### src/rtl/spi_host_pkg.sv
// Shared definitions for the host-side SPI initiator: FSM state encoding,
// default packet geometry, and a counter-width helper.
package spi_host_pkg;

    typedef enum logic [2:0] {
        IDLE,
        SETUP,
        HIGH,
        LOW,
        GAP
    } spi_state_e;

    // Packet width agreed with the chip-side SPI minion.
    localparam int SPI_NBITS   = 20;
    localparam int SPI_CLK_DIV = 2;

    function automatic int cnt_width(input int n);
        return (n > 1) ? $clog2(n) : 1;
    endfunction

endpackage

### src/rtl/spi_host_halfcnt.sv
// Half-period timer: down-counter reloaded with CLK_DIV-1, emitting a
// one-cycle tick when it reaches zero.
module spi_host_halfcnt
    import spi_host_pkg::*;
#(
    parameter int CLK_DIV = SPI_CLK_DIV
) (
    input  logic clk,
    input  logic reset,
    input  logic load,
    output logic tick
);

    localparam int CW = cnt_width(CLK_DIV);
    localparam logic [CW-1:0] RELOAD = CW'(CLK_DIV - 1);

    logic [CW-1:0] cnt_reg;

    // Holding load keeps the counter parked at RELOAD, so the first
    // half-period after a load is exactly CLK_DIV cycles long.
    always_ff @(posedge clk or posedge reset) begin
        if (reset) begin
            cnt_reg <= '0;
        end else if (load || (cnt_reg == '0)) begin
            cnt_reg <= RELOAD;
        end else begin
            cnt_reg <= cnt_reg - CW'(1);
        end
    end

    assign tick = !load && (cnt_reg == '0);

endmodule

### src/rtl/spi_host_initiator.sv
// Host-side SPI mode-0 initiator: one send word becomes one full-duplex
// transaction; the word captured from miso is returned on the recv stream.
module spi_host_initiator
    import spi_host_pkg::*;
#(
    parameter int NBITS   = SPI_NBITS,
    parameter int CLK_DIV = SPI_CLK_DIV
) (
    input  logic             clk,
    input  logic             reset,
    input  logic             send_val,
    output logic             send_rdy,
    input  logic [NBITS-1:0] send_msg,
    output logic             recv_val,
    input  logic             recv_rdy,
    output logic [NBITS-1:0] recv_msg,
    output logic             cs,
    output logic             sclk,
    output logic             mosi,
    input  logic             miso
);

    localparam int BW = $clog2(NBITS + 1);

    spi_state_e       state_reg, state_next;
    logic [NBITS-1:0] tx_reg, tx_next;
    logic [NBITS-1:0] rx_reg, rx_next;
    logic [BW-1:0]    bit_cnt_reg, bit_cnt_next;
    logic [NBITS-1:0] recv_msg_reg, recv_msg_next;
    logic             recv_val_reg, recv_val_next;
    logic             cs_reg, cs_next;
    logic             sclk_reg, sclk_next;
    logic             mosi_reg, mosi_next;
    logic             half_tick;

    spi_host_halfcnt #(
        .CLK_DIV (CLK_DIV)
    ) u_halfcnt (
        .clk   (clk),
        .reset (reset),
        .load  (state_reg == IDLE),
        .tick  (half_tick)
    );

    always_ff @(posedge clk or posedge reset) begin
        if (reset) begin
            state_reg    <= IDLE;
            tx_reg       <= '0;
            rx_reg       <= '0;
            bit_cnt_reg  <= '0;
            recv_msg_reg <= '0;
            recv_val_reg <= 1'b0;
            cs_reg       <= 1'b1;
            sclk_reg     <= 1'b0;
            mosi_reg     <= 1'b0;
        end else begin
            state_reg    <= state_next;
            tx_reg       <= tx_next;
            rx_reg       <= rx_next;
            bit_cnt_reg  <= bit_cnt_next;
            recv_msg_reg <= recv_msg_next;
            recv_val_reg <= recv_val_next;
            cs_reg       <= cs_next;
            sclk_reg     <= sclk_next;
            mosi_reg     <= mosi_next;
        end
    end

    always_comb begin
        state_next    = state_reg;
        tx_next       = tx_reg;
        rx_next       = rx_reg;
        bit_cnt_next  = bit_cnt_reg;
        recv_msg_next = recv_msg_reg;
        recv_val_next = recv_val_reg;
        cs_next       = cs_reg;
        sclk_next     = sclk_reg;
        mosi_next     = mosi_reg;

        if (recv_val_reg && recv_rdy) begin
            recv_val_next = 1'b0;
        end

        case (state_reg)
            IDLE: begin
                if (send_val && send_rdy) begin
                    state_next   = SETUP;
                    cs_next      = 1'b0;
                    sclk_next    = 1'b0;
                    mosi_next    = send_msg[NBITS-1];
                    tx_next      = send_msg;
                    bit_cnt_next = '0;
                end
            end
            SETUP: begin
                if (half_tick) begin
                    state_next = HIGH;
                    sclk_next  = 1'b1;
                    rx_next    = {rx_reg[NBITS-2:0], miso};
                end
            end
            HIGH: begin
                // mosi only moves on the falling sclk edge.
                if (half_tick) begin
                    state_next   = LOW;
                    sclk_next    = 1'b0;
                    tx_next      = tx_reg << 1;
                    mosi_next    = tx_reg[NBITS-2];
                    bit_cnt_next = bit_cnt_reg + BW'(1);
                end
            end
            LOW: begin
                if (half_tick) begin
                    if (bit_cnt_reg == BW'(NBITS)) begin
                        state_next    = GAP;
                        cs_next       = 1'b1;
                        mosi_next     = 1'b0;
                        recv_msg_next = rx_reg;
                        recv_val_next = 1'b1;
                    end else begin
                        state_next = HIGH;
                        sclk_next  = 1'b1;
                        rx_next    = {rx_reg[NBITS-2:0], miso};
                    end
                end
            end
            GAP: begin
                if (half_tick) begin
                    state_next = IDLE;
                end
            end
            default: begin
                state_next = IDLE;
            end
        endcase
    end

    assign send_rdy = (state_reg == IDLE) && !recv_val_reg;
    assign recv_val = recv_val_reg;
    assign recv_msg = recv_msg_reg;
    assign cs       = cs_reg;
    assign sclk     = sclk_reg;
    assign mosi     = mosi_reg;

endmodule

### config.mk
export PLATFORM = sky130hd
export DESIGN_NAME = spi_host_initiator
export DESIGN_NICKNAME = d
export VERILOG_FILES = /design/src/rtl/spi_host_pkg.sv /design/src/rtl/spi_host_halfcnt.sv /design/src/rtl/spi_host_initiator.sv
export SDC_FILE = /design/constraint.sdc
export NUM_CORES = 1
export LEC_CHECK = 0
export CAP_MARGIN = 20
export CORE_UTILIZATION = 33
export CTS_CLUSTER_DIAMETER = 200
export DETAILED_ROUTE_END_ITERATION = 10
export SYNTH_ARGS = -nofsm -noshare
export SYNTH_HDL_FRONTEND = slang
export SYNTH_SLANG_ARGS = --single-unit
### constraint.sdc
create_clock -name clk -period 2.45 [get_ports clk]
set_clock_uncertainty 0.05 [all_clocks]
set_input_delay 0.49 -clock clk [delete_from_list [all_inputs] [get_ports clk]]
set_output_delay 0.49 -clock clk [all_outputs]
set_load 0.01 [all_outputs]
# After elaboration in Yosys (flattened, before gate mapping)
# Cells that the tools add are included.
[word_totals]
output_inout_bits = 25
inputBits = 25
elab_cells = 81
ff_bits = 72
[classes]
n_bitwise = 1
n_reduce_logical = 20
mux = 36
n_addsub = 2
eq_ne = 12
[ops]
columns = ["op", "n"]
rows = [
  ["$mux 20", 3],
  ["$pmux 20 s2", 1],
  ["$mux 19", 2],
  ["$pmux 19 s2", 1],
  ["$mux 3", 6],
  ["$mux 1", 16],
  ["$pmux 3 s5", 1],
  ["$ne 2x2->1 const B", 7],
  ["$mux 5", 2],
  ["$pmux 5 s2", 1],
  ["$reduce_and 5->1", 2],
  ["$reduce_and 4->1", 2],
  ["$eq 3x2->1 const B", 2],
  ["$reduce_and 3->1", 2],
  ["$reduce_and 6->1", 1],
  ["$reduce_bool 2->1", 3],
  ["$add 5x1->5 const B", 1],
  ["$eq 5x5->1 const B", 1],
  ["$logic_and 1x1->1", 4],
  ["$pmux 1 s4", 1],
  ["$reduce_bool 4->1", 1],
  ["$eq 3x1->1 const B", 1],
  ["$eq 3x3->1 const B", 1],
  ["$logic_not 3->1", 1],
  ["7 further kinds", 8],
]

# Longest topological paths before layout
# Gate-level depths: netlist of the first run.
[logic_depth]
word_depth = 5
depth_mapped = 8
ltp_nobuf = 6

# Modules after synthesis
# A second synthesis of the first run with hierarchy kept.
[unflattened]
hier_cells = 235
hier_area_um2 = 3037.9
[by_module_without_submodules]
columns = ["module", "cells_per_inst", "n_inst", "area_each_um2", "seq_area_each_um2"]
rows = [
  ["spi_host_initiator", 231, 1, 2999.1, 1778.0],
  ["spi_host_halfcnt", 4, 1, 38.8, 25.0],
]

# Worst setup path before layout of the first run
# OpenSTA, ideal clock, no wires.
[synth_path]
path_type = "register to register"
startpoint = "register bit_cnt_reg[0]"
endpoint = "register recv_msg_reg[0] (netlist: recv_msg[0])"
path_buffers = 2
slack_ns = 0.597
path_stages_with_launch = 9
period_less_slack_ns = 1.853
setup_ns = 0.125
required_time_ns = 2.275
t_arrival_ns = 1.678
path_cell_list = "dfrtp_1 > inv_1 > ha_1 > nand2_1 > nor2_1 > and2_1 > clkbuf_1 > buf_2 > mux2_2"
[synth_between]
elab_chain_len = 2
[synth_rtl]
columns = ["item", "line_no", "text"]
rows = [
  ["start: declaration", "spi_host_initiator.sv:28", "logic [BW-1:0] bit_cnt_reg, bit_cnt_next;"],
  ["start signal: assignment", "spi_host_initiator.sv:60", "bit_cnt_reg <= bit_cnt_next;"],
  ["$eq 5x5->1", "spi_host_initiator.sv:114", "if (bit_cnt_reg == BW'(NBITS)) begin"],
  ["$reduce_and 3->1 (no line)", "-", ""],
  ["end signal: assignment", "spi_host_initiator.sv:61", "recv_msg_reg <= recv_msg_next;"],
  ["end: declaration", "spi_host_initiator.sv:29", "logic [NBITS-1:0] recv_msg_reg, recv_msg_next;"],
]
# Every way passes these cells.
# A chain may end at the register's enable or synchronous reset.

# Worst setup path after layout of the first run
[layout_path]
startpoint = "register state_reg[1]"
endpoint = "output send_rdy"
[layout_between]
elab_chain_len = 2
[layout_rtl]
columns = ["item", "line_no", "text"]
rows = [
  ["start: declaration", "spi_host_initiator.sv:25", "spi_state_e state_reg, state_next;"],
  ["start signal: assignment", "spi_host_initiator.sv:57", "state_reg <= state_next;"],
  ["$logic_not 3->1", "spi_host_initiator.sv:138", "assign send_rdy = (state_reg == IDLE) && !recv_val_reg;"],
  ["$logic_and 1x1->1", "spi_host_initiator.sv:138", ""],
  ["end: declaration", "spi_host_initiator.sv:12", "output logic send_rdy,"],
]
# Every way passes these cells.

==> results of run 1 <==
## power by group through the flow
stage	combinational [mW]	clock [mW]	sequential, mW
2_1_floorplan	0.129	0	1.31
3_3_place_gp	0.245	0	1.31
3_5_place_dp	0.249	0	1.31
4_1_cts	0.250	1.08	1.29
5_1_grt	0.275	1.12	1.30
6_report	0.243	1.05	1.29
## logic make-up after synthesis
family	after synthesis	share of synthesized area
flip-flops	72	0.596
multiplexers	59	0.212
AND/OR/NAND/NOR	46	0.0757
buffers and inverters	20	0.0273
XOR/XNOR	2	0.00580
adder cells (fa/ha/maj)	2	0.00828
AO/OA/AOI/OAI	37	0.0741
## final cells by class
class                   count  area share
flip-flops and latches     72       0.460
multi-input cells         146       0.294
repair buffers             57       0.150
clock buffers              12      0.0370
well taps                 108      0.0344
clock inverters             4      0.0195
inverters                   6     0.00574
## metal layers
| layer | track usage | wire length [um] | up-vias |
|---|---|---|---|
| li1 | - | - | 947 |
| met2 | 0.170 | 2280 | 28 |
| met3 | 0.0273 | 213 | 10 |
| met5 | 0 | 0 | - |
| met1 | 0.176 | 2620 | 925 |
| met4 | 0.0699 | 130 | 0 |
## worst max path at each step
stage / from / endpoint / cells after the start
2_1_floorplan: reset / bit_cnt_reg[0]$_DFFE_PP0P_ / 1
3_3_place_gp: send_val / bit_cnt_reg[3]$_DFFE_PP0P_ / 5
3_5_place_dp: send_val / bit_cnt_reg[3]$_DFFE_PP0P_ / 5
4_1_cts: state_reg[1]$_DFFE_PP0P_ / send_rdy / 2
5_1_grt: state_reg[1]$_DFFE_PP0P_ / send_rdy / 2
6_report: state_reg[1]$_DFFE_PP0P_ / send_rdy / 2
## tightest hold or removal path, stage by stage, from the launching register on
cell and delay (ps):
dfrtp_1 340, nand2_1 40, o21ai_0 60
## through the flow
step | hold slack (ps) | util | cells | worst slack [ps]
after detailed placement | 421 | 0.420 | 389 | 114
final | 432 | 0.445 | 405 | 170
after CTS | 440 | 0.445 | 405 | 43.5
after global placement | 413 | 0.420 | 389 | 146
after floorplan | 400 | - | 238 | 86.7
after global routing | 464 | 0.445 | 405 | 64.8
## placed cells by master, fill, tap and decap left out, drive strengths merged, types with 2 or more instances in the layout
master         instances
a21o                   2
and2                   2
buf                    8
bufinv                 2
clkbuf                12
clkdlybuf4s50         49
dfrtp                 71
ha                     2
inv                    7
mux2                  41
mux2i                 18
nand2                 24
nand3                  2
nand3b                 2
nor2                   5
nor2b                  3
nor3b                  2
o21a                   2
o21ai                 23
xor2                   2
## repair_timing
| item | 4_1_cts | 5_1_grt |
|---|---|---|
| buffers inserted | 0 | 0 |
| resized for setup | 0 | 1 |
| setup endpoints to repair | 0 | 1 |
==> impl_metrics.json, run 1 <==
{
  "status": "complete, but fails checks",
  "failed_checks": "design-rule violations",
  "critPathTopFamily": "buffers and inverters",
  "seqCellArea_um2": 1800,
  "crit_buf_inv": 1,
  "clock-root-buffer": "clkbuf_8",
  "antennaDiodeCount": 0,
  "clock_sinks": 72,
  "worstHoldPathType": "reg2reg",
  "finalPower_mw": 2.58,
  "vias": 1910,
  "grt_pass1_vias": 1900,
  "hpwl_um": 3460,
  "switching_share": 0.227,
  "setup.worst_path.start_class": "register",
  "grt_start_max_net_pins": 73,
  "area_delta_synth_final_pct": 29.8,
  "rsz0062_at_grt": "no",
  "place_area_um2": 3690,
  "design.core.area_um2": 8810,
  "drc": 6,
  "grt_use_total": 0.123,
  "dieArea_um2": 9550,
  "drtIter0Drc": 127,
  "relSlewSlack": 0.656,
  "via_per_inst": 4.72,
  "power_density_nw_per_um2": 657,
  "crit_path_cell_trace": "nor4_2 > clkdlybuf4s50_1",
  "place.gp.congestion": 0.737,
  "routed_wl_um": 5250,
  "final_nets": 319,
  "fin_tns_setup_ps": 0,
  "ys_seq_area_frac": 0.596,
  "hold_path_end": "tx_reg[17]$_DFFE_PP0P_",
  "worstReg2RegStart": "state_reg[0]$_DFFE_PP0P_",
  "synth_ff_type": "dfrtp_1",
  "yosys.area.top_type": "dfrtp_1",
  "setup_violations": 0,
  "cp_max_fo": 6,
  "fp.dieH_um": 97.7,
  "p_seq_frac": 0.499,
  "cts_tree": "built",
  "die_w_um": 97.7,
  "worstMarginPinSlew_ps": 509,
  "ir_drop_mv": 0.269,
  "fmax_ghz": 0.439,
  "antenna_found_initial": 0,
  "leakagePower_nw": 1.69,
  "cts.htree.levels": 3,
  "multiInputGateArea_um2": 1150,
  "min_from": "tx_reg[17]$_DFFE_PP0P_",
  "io_pins": 50,
  "pwr-share-clk": 0.406,
  "synth_edf_count": 0,
  "grt_first_pass_wirelength_um": 9170,
  "cts_hold_buf": 0,
  "wl_per_cell_um": 13.0,
  "syn_inst": 238,
  "ys_seq_elements": 72,
  "r2r_cells": 6,
  "critPathMaxStageDelay_ps": 590,
  "worstSetupPathType": "reg2out",
  "post-route-period-util": 0.931,
  "power.share.combinational": 0.094,
  "initial_core_util": 0.343,
  "fin_crit_ps": 2280,
  "crit_required_ps": 1910,
  "yosysMostFrequentCell": "dfrtp_1",
  "syn_avg_cell_area_um2": 12.7,
  "worst_r2r_endpoint": "recv_msg[6]$_DFFE_PP0P_",
  "hold_viol": 0,
  "yosys-top-cells-area": "dfrtp_1 (59%), mux2_2 (15%), mux2i_1 (6.0%)",
  "dr.pass1.iters": 7,
  "clockBufferDepth": 2,
  "fin_area_um2": 3920,
  "cap_viol_max_count": 0,
  "cp-end-kind": "primary output",
  "synth.distinct_cells": 35,
  "port_buffers": 49,
  "cts_inserted_buffers": 9,
  "async_flop_share": 1.00,
  "synth_nets": 265,
  "internal-power_mw": 1.99,
  "cpMaxStageDelayCell": "clkdlybuf4s50_1",
  "cp.arrival_ps": 1740,
  "synth_commonest_cells": "dfrtp_1 (71), mux2_2 (41), nand2_1 (24)",
  "clk_latency_ps": 340,
  "ant_nets": 0,
  "synth_warnings": 0,
  "worstHoldPathCells": 2,
  "power.net_switching_mw": 0.586,
  "netlist.area_leader.share": 0.588,
  "finalMaxSlewViolations": 0,
  "drive_gt1_frac": 0.239,
  "syn_area_um2": 3020,
  "nFillCells": 821,
  "num_rows": 34,
  "grt-ovfl-total": 0,
  "ff2ff_setup_slack_ps": 440,
  "clkTransAtPathRegs_ps": 80
}
Note: power is estimated with default switching activity, not from simulation.
==> run 2, diff against run 1 <==
ABC_AREA = 1   (was default)
==> impl_metrics.json, run 2 <==
{
  "p_seq_frac": 0.538,
  "pwr-share-clk": 0.423,
  "place_ws_ps": 430,
  "crit_required_ps": 1910,
  "via_per_inst": 4.35,
  "hold_viol": 0,
  "worstMarginPinSlew_ps": 410,
  "cp_max_fo": 9,
  "worstSetupPathType": "reg2out",
  "relSlewSlack": 0.726,
  "layout_commonest_cell": "nand2_1",
  "port_buffers": 49,
  "area_delta_synth_final_pct": 22.5,
  "syn_area_um2": 3470,
  "cts_setup_buffers": 0,
  "clock-root-buffer": "clkbuf_8",
  "internal-power_mw": 1.72,
  "grt_start_max_net_pins": 73,
  "status": "complete, no violations",
  "place.gp.congestion": 0.813,
  "fin_tns_setup_ps": 0,
  "hold_path_end": "cs$_DFFE_PP1P_",
  "grt_first_pass_wirelength_um": 11400,
  "yosysMostFrequentCell": "nand2_1",
  "num_rows": 37,
  "ys_seq_elements": 72,
  "design.core.area_um2": 10300,
  "fp.dieH_um": 105,
  "min_from": "cs$_DFFE_PP1P_",
  "setup_violations": 0,
  "cts.htree.levels": 3,
  "post-route-period-util": 0.950,
  "leakagePower_nw": 1.92,
  "cp.arrival_ps": 1790,
  "grt_pass1_vias": 2448,
  "syn_inst": 378,
  "power.share.combinational": 0.039,
  "ys_seq_area_frac": 0.519,
  "dr.pass1.iters": 4,
  "worst_r2r_endpoint": "rx_reg[0]$_DFFE_PP0P_",
  "synth_warnings": 0,
  "nFillCells": 1042,
  "ir_drop_mv": 0.366,
  "clockBufferDepth": 2,
  "initial_core_util": 0.338,
  "cp-end-kind": "primary output",
  "io_pins": 50,
  "hpwl_um": 4190,
  "finalMaxSlewViolations": 0,
  "die_w_um": 105,
  "clkTransAtPathRegs_ps": 80,
  "async_flop_share": 1.00,
  "yosys-top-cells-area": "dfrtp_1 (51%), nand2_1 (9.9%), o21ai_2 (9.6%)",
  "power_density_nw_per_um2": 527,
  "synth_commonest_cells": "nand2_1 (92), dfrtp_1 (71), inv_1 (51)",
  "layout.cells.most_common_list": "nand2_1 (92), dfrtp_1 (69), inv_1 (50), clkdlybuf4s50_1 (49), o21ai_2 (38)",
  "worstReg2RegStart": "bit_cnt_reg[0]$_DFFE_PP0P_",
  "netlist.area_leader.share": 0.512,
  "rsz0062_at_grt": "no",
  "cts_inserted_buffers": 9,
  "drtIter0Drc": 148,
  "power.net_switching_mw": 0.516,
  "worstHoldPathType": "reg2reg",
  "clock_sinks": 72,
  "clk_latency_ps": 340,
  "antenna_found_initial": 0,
  "worstHoldPathCells": 2,
  "fin_crit_ps": 2330,
  "synth_nets": 405,
  "synth_edf_count": 0,
  "wl_per_cell_um": 11.3,
  "vias": 2463,
  "setup.worst_path.start_class": "register",
  "fin_ws_ps": 121,
  "cts_hold_buf": 0,
  "drc": 0,
  "syn_avg_cell_area_um2": 9.19,
  "finalPower_mw": 2.24,
  "dieArea_um2": 10900,
  "r2r_cells": 9,
  "synth.distinct_cells": 26,
  "antennaDiodeCount": 0,
  "grt-ovfl-total": 0,
  "ant_nets": 0,
  "yosys.area.top_type": "dfrtp_1",
  "routed_wl_um": 6380,
  "cap_viol_max_count": 0,
  "synth_ff_type": "dfrtp_1",
  "switching_share": 0.231,
  "ff2ff_setup_slack_ps": 610,
  "final_nets": 452,
  "fmax_ghz": 0.429,
  "drive_gt1_frac": 0.228,
  "grt_use_total": 0.130,
  "cts_tree": "built"
}
==> run 2: cell count changes in the layout (fill, tap and decap cells not counted), moves of 21 or more <==
cell	before	now
inv_1	5	50
nand2_1	24	92
nand2_2	0	21
o21ai_2	1	38
mux2_2	41	0
o21ai_1	0	25
==> run 2: cells by family (layout without fill, tap and decap cells) <==
group / after synthesis / count (layout) / synth area share
simple gates: 145 / 145 / 0.201
fa+ha+maj: 2 / 2 / 0.00721
xor+xnor: 2 / 2 / 0.00505
buf+inv: 71 / 123 / 0.102
compound gates: 86 / 86 / 0.165
flops: 72 / 72 / 0.519
==> run 2: worst max-delay path by stage <==
stage,endpoint,from,slack [ps],cells after the start
floorplan,bit_cnt_reg[0]$_DFFE_PP0P_,reset,90,1
global placement,send_rdy,state_reg[2]$_DFFE_PP0P_,470,4
detailed placement,send_rdy,state_reg[2]$_DFFE_PP0P_,430,4
CTS,send_rdy,state_reg[2]$_DFFE_PP0P_,30,4
global route,send_rdy,state_reg[2]$_DFFE_PP0P_,4,4
finish,send_rdy,state_reg[2]$_DFFE_PP0P_,120,4
==> run 2: per-stage QoR <==
stage          hold slack [ps]  instance area (um^2)  instances   util
5_1_grt                    432                  4250        566  0.414
6_report                   421                  4250        566  0.414
3_5_place_dp               407                  4050        550  0.394
4_1_cts                    428                  4250        566  0.414
3_3_place_gp               404                  4050        550  0.394
2_1_floorplan              409                  3470        378      -
==> run 2: final cells by class <==
class,count,area (um^2),share of cell area
Tap cell,136,170,0.0400
Multi-Input combinational cell,235,1320,0.309
Timing Repair Buffer,53,558,0.131
Clock inverter,7,77.6,0.0182
Sequential cell,72,1810,0.425
Inverter,54,203,0.0477
Clock buffer,9,124,0.0291
==> run 2: what timing repair did <==
action,4_1_cts,5_1_grt
endpoints found under the setup margin,0,1
endpoints found under the hold margin,0,0
resized for setup,0,2
==> run 2: worst max-delay path, cell delays in order, from the launching register on <==
cell	delay, ps
dfrtp_2	490
nor2_4	160
nand2_4	100
nor2_4	140
clkdlybuf4s50_1	550
==> run 2: per-layer routing <==
| metal | wire length (um) | GRT usage |
|---|---|---|
| met1 | 3110 | 0.170 |
| met2 | 2830 | 0.204 |
| met3 | 397 | 0.0487 |
| met4 | 34 | 0.0302 |
| met5 | 0 | 0 |
==> run 2: power groups by stage <==
stage          Clock, mW  Sequential [mW]  Combinational, mW
6_report           0.948             1.20             0.0869
5_1_grt             1.04             1.21             0.0995
4_1_cts            0.994             1.20             0.0913
3_5_place_dp           0             1.23             0.0907
3_3_place_gp           0             1.23             0.0899
2_1_floorplan          0             1.23             0.0350
==> run 3, diff against run 2 <==
CELL_PAD_IN_SITES_DETAIL_PLACEMENT = 1   (was default)
CELL_PAD_IN_SITES_GLOBAL_PLACEMENT = 2   (was default)
CORE_UTILIZATION = 30   (was 33)
CTS_CLUSTER_SIZE = 30   (was default)
PLACE_DENSITY_LB_ADDON = 0.1   (was default)
SLEW_MARGIN = 15   (was default)
==> impl_metrics.json, run 3 (synthesis gave the netlist of run 2 again) <==
{
  "clock_sinks": 72,
  "wl_met3_um": 254,
  "io_pins": 50,
  "area_delta_synth_final_pct": 26.8,
  "cp-end-kind": "primary output",
  "antennaDiodeCount": 0,
  "crit_buf_inv": 1,
  "setup_violations": 0,
  "p_seq_frac": 0.440,
  "final_nets": 453,
  "cts_inserted_buffers": 9,
  "seqCellArea_um2": 1800,
  "num_rows": 38,
  "drive_gt1_frac": 0.225,
  "vias": 2504,
  "worstMarginPinSlew_ps": 578,
  "worstHoldPathType": "reg2reg",
  "cts_tree": "built",
  "status": "complete, no violations",
  "layout_commonest_cell": "nand2_1",
  "port_buffers": 49,
  "grt_start_max_net_pins": 44,
  "dieArea_um2": 12000,
  "cts.htree.levels": 3,
  "die_w_um": 110,
  "m1WireLength_um": 3860,
  "antenna_found_initial": 0,
  "setup.worst_path.start_class": "register",
  "clk_latency_ps": 330,
  "crit_path_cell_trace": "nor2_4 > nand2_4 > nor2_4 > clkdlybuf4s50_1",
  "hold_viol": 0,
  "routed_wl_um": 7280,
  "wl_per_cell_um": 12.8,
  "cp_max_fo": 9,
  "layout.cells.most_common_list": "nand2_1 (92), dfrtp_1 (71), inv_1 (50), clkdlybuf4s50_1 (49), o21ai_2 (38)",
  "clkTransAtPathRegs_ps": 60,
  "grt_pass1_vias": 2490,
  "cts_setup_buffers": 0,
  "design.core.area_um2": 11100,
  "crit_required_ps": 1910,
  "clockBufferDepth": 2,
  "critPathTopFamily": "buffers and inverters",
  "drc": 0,
  "nFillCells": 1297,
  "cp.arrival_ps": 1810,
  "drtIter0Drc": 98,
  "rsz0062_at_grt": "no",
  "worstSetupPathType": "reg2out",
  "power.net_switching_mw": 0.571,
  "grt_first_pass_wirelength_um": 12500,
  "place_ws_ps": 433,
  "internal-power_mw": 2.17,
  "clock-root-buffer": "clkbuf_16",
  "grt-ovfl-total": 0,
  "grt_use_total": 0.139,
  "switching_share": 0.208,
  "cts_resized": 0,
  "fin_crit_ps": 2350,
  "finalMaxSlewViolations": 0,
  "fin_tns_setup_ps": 0,
  "critPathMaxStageDelay_ps": 550,
  "cpMaxStageDelayCell": "clkdlybuf4s50_1",
  "dr.pass1.iters": 4,
  "power.share.combinational": 0.034,
  "cts_hold_buf": 0,
  "initial_core_util": 0.313,
  "leakagePower_nw": 2.00,
  "multiInputGateArea_um2": 1320,
  "cap_viol_max_count": 0,
  "fin_ws_ps": 103,
  "critPathMostFrequentCell": "nor2_4",
  "via_per_inst": 4.39,
  "ir_drop_mv": 0.320,
  "post-route-period-util": 0.958,
  "fp.dieH_um": 110,
  "routed.top_layer": "met4",
  "fmax_ghz": 0.426,
  "place.gp.congestion": 0.788,
  "relSlewSlack": 0.614,
  "ant_nets": 0,
  "power_density_nw_per_um2": 623,
  "route.met2.wl_um": 3050,
  "hpwl_um": 4880,
  "pwr-share-clk": 0.526
}
[run 3: cell types whose count changed in the layout (fill, tap and decap cells not counted), sizes merged]
cell    delta
inv        -1
clkinv     -1
clkbuf     +1
buf        +1
bufinv     +1
[run 3: path summary, 6_finish.rpt]
path	from	endpoint	slack, ps	depth (start not counted)
max	state_reg[2]$_DFFE_PP0P_	send_rdy	100	4
min	cs$_DFFE_PP1P_	cs$_DFFE_PP1P_	420	2
max reg2reg	bit_cnt_reg[0]$_DFFE_PP0P_	rx_reg[13]$_DFFE_PP0P_	540	9
min reg2reg	cs$_DFFE_PP1P_	cs$_DFFE_PP1P_	420	2
max in group asynchronous	reset	cs$_DFFE_PP1P_	1250	3
min in group asynchronous	reset	tx_reg[11]$_DFFE_PP0P_	500	2
[run 3: worst register-to-register path, cell delays in order (launching register included)]
cell and delay [ps]:
dfrtp_1 410, inv_1 60, ha_1 200, nand2_1 100, nor2_2 80, nand2_1 80, nand3_2 370, buf_12 330
nand2_1 70, o21ai_1 60
[run 3: metal layers]
layer | vias to the layer above | track usage
met1 | 1176 | 0.199
met4 | 0 | 0.0657
met5 | - | 0
met3 | 10 | 0.0296
met2 | 38 | 0.197
li1 | 1280 | -
[run 3: power by group through the flow]
stage	clock (mW)	combinational [mW]	sequential [mW]
finish	1.44	0.0936	1.21
global route	1.54	0.106	1.21
CTS	1.49	0.0977	1.21
detailed placement	0	0.0967	1.23
global placement	0	0.0957	1.23
floorplan	0	0.0350	1.23
[run 3: area by class of cell]
cell class              count  area share
repair buffers             54       0.131
inverters                  54      0.0460
clock buffers              10      0.0543
well taps                 140      0.0398
multi-input cells         235       0.299
flip-flops and latches     72       0.409
clock inverters             6      0.0205
[run 3: per-stage QoR]
step                      hold slack, ps  area [um^2]  total power [mW]  utilization  cells
after global routing                 441         4400              2.85        0.397    571
after detailed placement             408         4070              1.33        0.368    555
after global placement               405         4070              1.32        0.368    555
final                                416         4400              2.74        0.397    571
after CTS                            418         4400              2.79        0.397    571
after floorplan                      409         3470              1.26            -    378
==> RTL edit 1: new RTL, flow settings as in run 3 <==
`tx_reg` and `rx_reg` no longer have a reset.
--- a/src/rtl/spi_host_initiator.sv
+++ b/src/rtl/spi_host_initiator.sv
@@ -46,6 +46,4 @@
         if (reset) begin
             state_reg    <= IDLE;
-            tx_reg       <= '0;
-            rx_reg       <= '0;
             bit_cnt_reg  <= '0;
             recv_msg_reg <= '0;
@@ -56,6 +54,4 @@
         end else begin
             state_reg    <= state_next;
-            tx_reg       <= tx_next;
-            rx_reg       <= rx_next;
             bit_cnt_reg  <= bit_cnt_next;
             recv_msg_reg <= recv_msg_next;
@@ -65,4 +61,9 @@
             mosi_reg     <= mosi_next;
         end
+    end
+
+    always_ff @(posedge clk) begin
+        tx_reg <= tx_next;
+        rx_reg <= rx_next;
     end
 
Check against the original RTL: no difference found for any inputs over 10 cycles, from zero or initial values and one cycle with reset high; that may be too few to reach the edited logic, so the function may still have changed.
==> RTL edit 1 against run 3 <==
- synthesized area fell by 14%
- sequential cell count did not move
- power fell by 21%
- setup slack improved by 11 ps
- routed wire length is 14% lower
- die area down 14%
- cell area down 14%
- largest power group is now registers
==> RTL edit 1: results (changes against run 3) <==
GRT
  – GR Layer Usage met3: 0.0290 (-0.000653)
  – Largest net degree at the start of global routing: 34 (-23%)
  – Met1 Track Usage GR: 0.198 (-0.000743)
  – Vias in the first global route: 2,165 (-13%)
  – GRT Total Usage: 0.140 (+0.00178)
  – First-pass GRT wire length: 10,700 um (-14%)

Routing
  – Via density: 4.31 (-1.8%)
  – Initial drt markers: 63 (-36%)
  – WL final: 6270 um (-14%)
  – Met3 Wirelength: 232 um (-8.7%)
  – Met2 WL: 2720 um (-11%)
  – Met1 wire length: 3200 um (-17%)

Yosys
  – Synth top area cells: edfxtp_1 39%, dfrtp_1 27%, nand2_1 18%, inv_1 2.0%, nor2_4 1.5%
  – Synth Area in Adders: 0.00840 (+0.00120)
  – Async S/R FF share, synth: 0.458 (-0.542)
  – Seq/Total Area, Yosys: 0.671 (+0.152)
  – Count of cell types in the netlist: 24 (-7.7%)
  – Post-Synthesis Cells: 292 (-23%)
  – Ys flop type: edfxtp_1
  – Synth Area in Compound Gates: 0.0248 (-0.140)

Timing
  – Fin Hold WS: 400 ps (-16.2 ps)
  – Tightest Pin Transition: 464 ps (-114 ps)

Clock tree
  – Clk pin slew, worst setup/hold paths: 80 ps (+20 ps)
  – Bufs on Longest Clock Path: 2 (unchanged)
  – Root Buffer: clkbuf_8

Placed design
  – Inst Count DP: 466 (-16%)
  – Routability cong.: 0.754 (-4.4%)
  – Dpl hpwl: 4130 um (-15%)

Finish
  – Fraction of area in registers: 0.527 (+0.118)
  – Inverter count: 20 (-63%)
  – Multi-input gates: 191 (-19%)
  – Fin cells: 482 (-16%)
  – Layout cells sized above 1: 0.0992 (-0.126)

Run status
  – Outcome: completed

Worst setup path
  – CP max FO: 8 (-1)
  – R2R Path End: recv_msg[16]

Power and ir drop
  – P_leak: 1.69 nW (-15%)

Hold path
  – Hold Crit Start: rx_reg[4]
-- RTL edit 1: cell families (layout without fill, tap and decap cells) --
logic type | count (synthesis) | count (layout)
xor gates and xnor gates | 3 | 3
DFF | 72 | 72
and+or+nand+nor | 173 | 173
AOI/OAI and AO/OA | 13 | 13
buffers and inverters | 29 | 90
adders and majority gates | 2 | 2
-- RTL edit 1: per-stage QoR --
stage          cell area (um^2)  setup slack [ps]
6_report                   3790               113
3_5_place_dp               3620               475
2_1_floorplan              2980               200
4_1_cts                    3790              83.4
5_1_grt                    3790              10.4
3_3_place_gp               3620               499
-- RTL edit 1: worst register-to-register path: stages (launching register included) --
cell,delay (ps)
dfrtp_1,430
inv_1,70
ha_1,140
nand2_1,80
nor2_4,200
nand3_4,290
inv_2,390
nand2_1,110
nand2_1,80
-- RTL edit 1: report_power, final --
group	leakage [nW]	internal, mW	switching (mW)
Clock	0.0874	0.372	0.478
Sequential	0.770	1.27	0.000401
Combinational	0.829	0.0344	0.0174
Total	1.69	1.67	0.496
==> RTL edit 2: new RTL, settings of run 3 <==
Without the edit above. Change the package constant `SPI_NBITS` from 20 to 40.
--- a/src/rtl/spi_host_pkg.sv
+++ b/src/rtl/spi_host_pkg.sv
@@ -12,5 +12,5 @@
 
     // Packet width agreed with the chip-side SPI minion.
-    localparam int SPI_NBITS   = 20;
+    localparam int SPI_NBITS   = 40;
     localparam int SPI_CLK_DIV = 2;
 
Ports: changed (resized recv_msg and send_msg); port bits go from 50 to 90. No check against the original RTL was run, so the function may have changed too.
==> RTL edit 2 against run 3 <==
- setup slack better by 290 ps
- power up 81%
- cell area up 77%
- sequential cell count up 61
- utilization about the same
- routed wire length up 79%
- first-iteration DRC count up 67%
- synthesized area up 74%
- critical path type unchanged
- largest cell class unchanged
==> RTL edit 2: results (changes against run 3) <==
Clock tree
  – Bufs on Longest Clock Path: 2 (unchanged)
  – CTS Buf Count: 17 (+8)
  – Worst-Skew Late Latency: 410 ps (+80 ps)
  – H-Tree Depth: 4 (+1)
  – Root Buffer: clkbuf_16
  – Clk pin slew, worst setup/hold paths: 60 ps (about the same)

Worst setup path
  – Slowest stage delay, CP: 560 ps
  – R2R Path End: rx_reg[4]
  – CP max FO: 2 (-7)
  – Worst reg2reg path startpoint: bit_cnt_reg[0]
  – R2R setup slack: 400 ps (-140 ps)
  – Critical path arrival: 1520 ps (-290 ps)

Yosys
  – Seq/Total Area, Yosys: 0.551 (+0.0314)
  – Synth top area cells: dfrtp_1 55%, nand2_1 9.3%, o21ai_2 9.1%, o21ai_0 8.0%, inv_1 5.6%
  – Count of cell types in the netlist: 27 (+3.8%)
  – Async S/R FF share, synth: 1.00 (unchanged)
  – Net count of the mapped netlist: 697 (+72%)
  – Top cells by count, synth: 149 x nand2_1, 132 x dfrtp_1, 97 x o21ai_0, 91 x inv_1, 63 x o21ai_2

Timing
  – Tightest Pin Transition: 558 ps (-20.1 ps)
  – Fin Hold WS: 306 ps (-111 ps)

GRT
  – Largest net degree at the start of global routing: 84 (+91%)
  – Initial antenna violation count: 0 (unchanged)
  – GRT Total Usage: 0.142 (+0.00349)
  – First-pass GRT wire length: 22,900 um (+84%)
  – Vias in the first global route: 4,737 (+90%)

Placed design
  – DP Area: 7170 um^2 (+76%)
  – Dpl hpwl: 8950 um (+83%)
  – Pre-CTS setup slack: 366 ps (-66.9 ps)
  – I/O Buffers: 89 (+82%)
  – Routability cong.: 0.689 (-13%)

Routing
  – Met3 Wirelength: 551 um (+120%)
  – Drt wl/cell: 12.9 um (+0.83%)
  – Met1 wire length: 6550 um (+70%)
  – Highest Signal Layer: met4
  – Met2 WL: 5760 um (+89%)
  – Initial drt markers: 164 (+67%)
  – Via density: 4.36 (-0.56%)

Power and ir drop
  – Max IR drop VDD: 0.474 mV (+48%)
  – P_leak: 3.41 nW (+71%)
  – P_int: 3.89 mW (+79%)

Finish
  – Layout cells sized above 1: 0.202 (-0.0235)
  – Fillers: 2,271 (+75%)
  – Antenna cell count: 0 (unchanged)
  – Fin nets: 783 (+73%)

Run status
  – Outcome: completed

Hold path
  – Min-Delay Path Class: input pin to asynchronous set/reset pin
-- RTL edit 2: per-layer routing --
| layer | global-route usage | vias up |
|---|---|---|
| met5 | 0 | - |
| met4 | 0.0538 | 0 |
| met3 | 0.0360 | 13 |
| met2 | 0.216 | 69 |
| met1 | 0.193 | 2117 |
| li1 | - | 2223 |
-- RTL edit 2: power by group through the flow --
stage / registers [mW] / logic (mW) / clock network, mW
after floorplan: 2.25 / 0.0463 / 0
after global placement: 2.25 / 0.146 / 0
after global routing: 2.21 / 0.162 / 2.78
after CTS: 2.21 / 0.149 / 2.69
final: 2.21 / 0.142 / 2.61
after detailed placement: 2.25 / 0.148 / 0
-- RTL edit 2: stage by stage --
stage                     total power [mW]  instances
after global routing                  5.15       1014
after floorplan                       2.30        650
after global placement                2.40        982
after CTS                             5.05       1014
after detailed placement              2.40        982
final                                 4.97       1014
-- RTL edit 2: how the worst max path moves through the flow --
stage / cells past startpoint / startpoint / end / slack [ps]
2_1_floorplan: 1 / reset / bit_cnt_reg[0] / 260
3_3_place_gp: 6 / send_val / sclk / 440
3_5_place_dp: 9 / bit_cnt_reg[0] / rx_reg[1] / 370
4_1_cts: 4 / state_reg[2] / send_rdy / 20
5_1_grt: 8 / bit_cnt_reg[0] / rx_reg[6] / 80
6_report: 1 / cs / cs / 390
-- RTL edit 2: what timing repair did --
item | 4_1_cts | 5_1_grt
setup endpoints to repair | 1 | 1
resized for setup | 1 | 3
endpoints found under the hold margin | 0 | 0
-- RTL edit 2: area by class of cell --
cell class | count | area (um^2) | share of cell area
inverter | 93 | 355 | 0.0457
tap | 265 | 332 | 0.0426
sequential | 133 | 3330 | 0.428
multi-input combinational | 390 | 2110 | 0.271
clock buffer | 17 | 425 | 0.0547
timing repair buffer | 101 | 1050 | 0.134
clock inverter | 15 | 180 | 0.0232
-- RTL edit 2: cells by family (layout without fill, tap and decap cells) --
kind of cell               after synthesis  in the layout  synth area share
DFF                                    133            133             0.551
and+or+nand+nor                        213            213             0.158
buffers and inverters                  127            226             0.102
xor gates and xnor gates                 1              1           0.00145
AOI/OAI and AO/OA                      174            174             0.184
adders and majority gates                2              2           0.00414
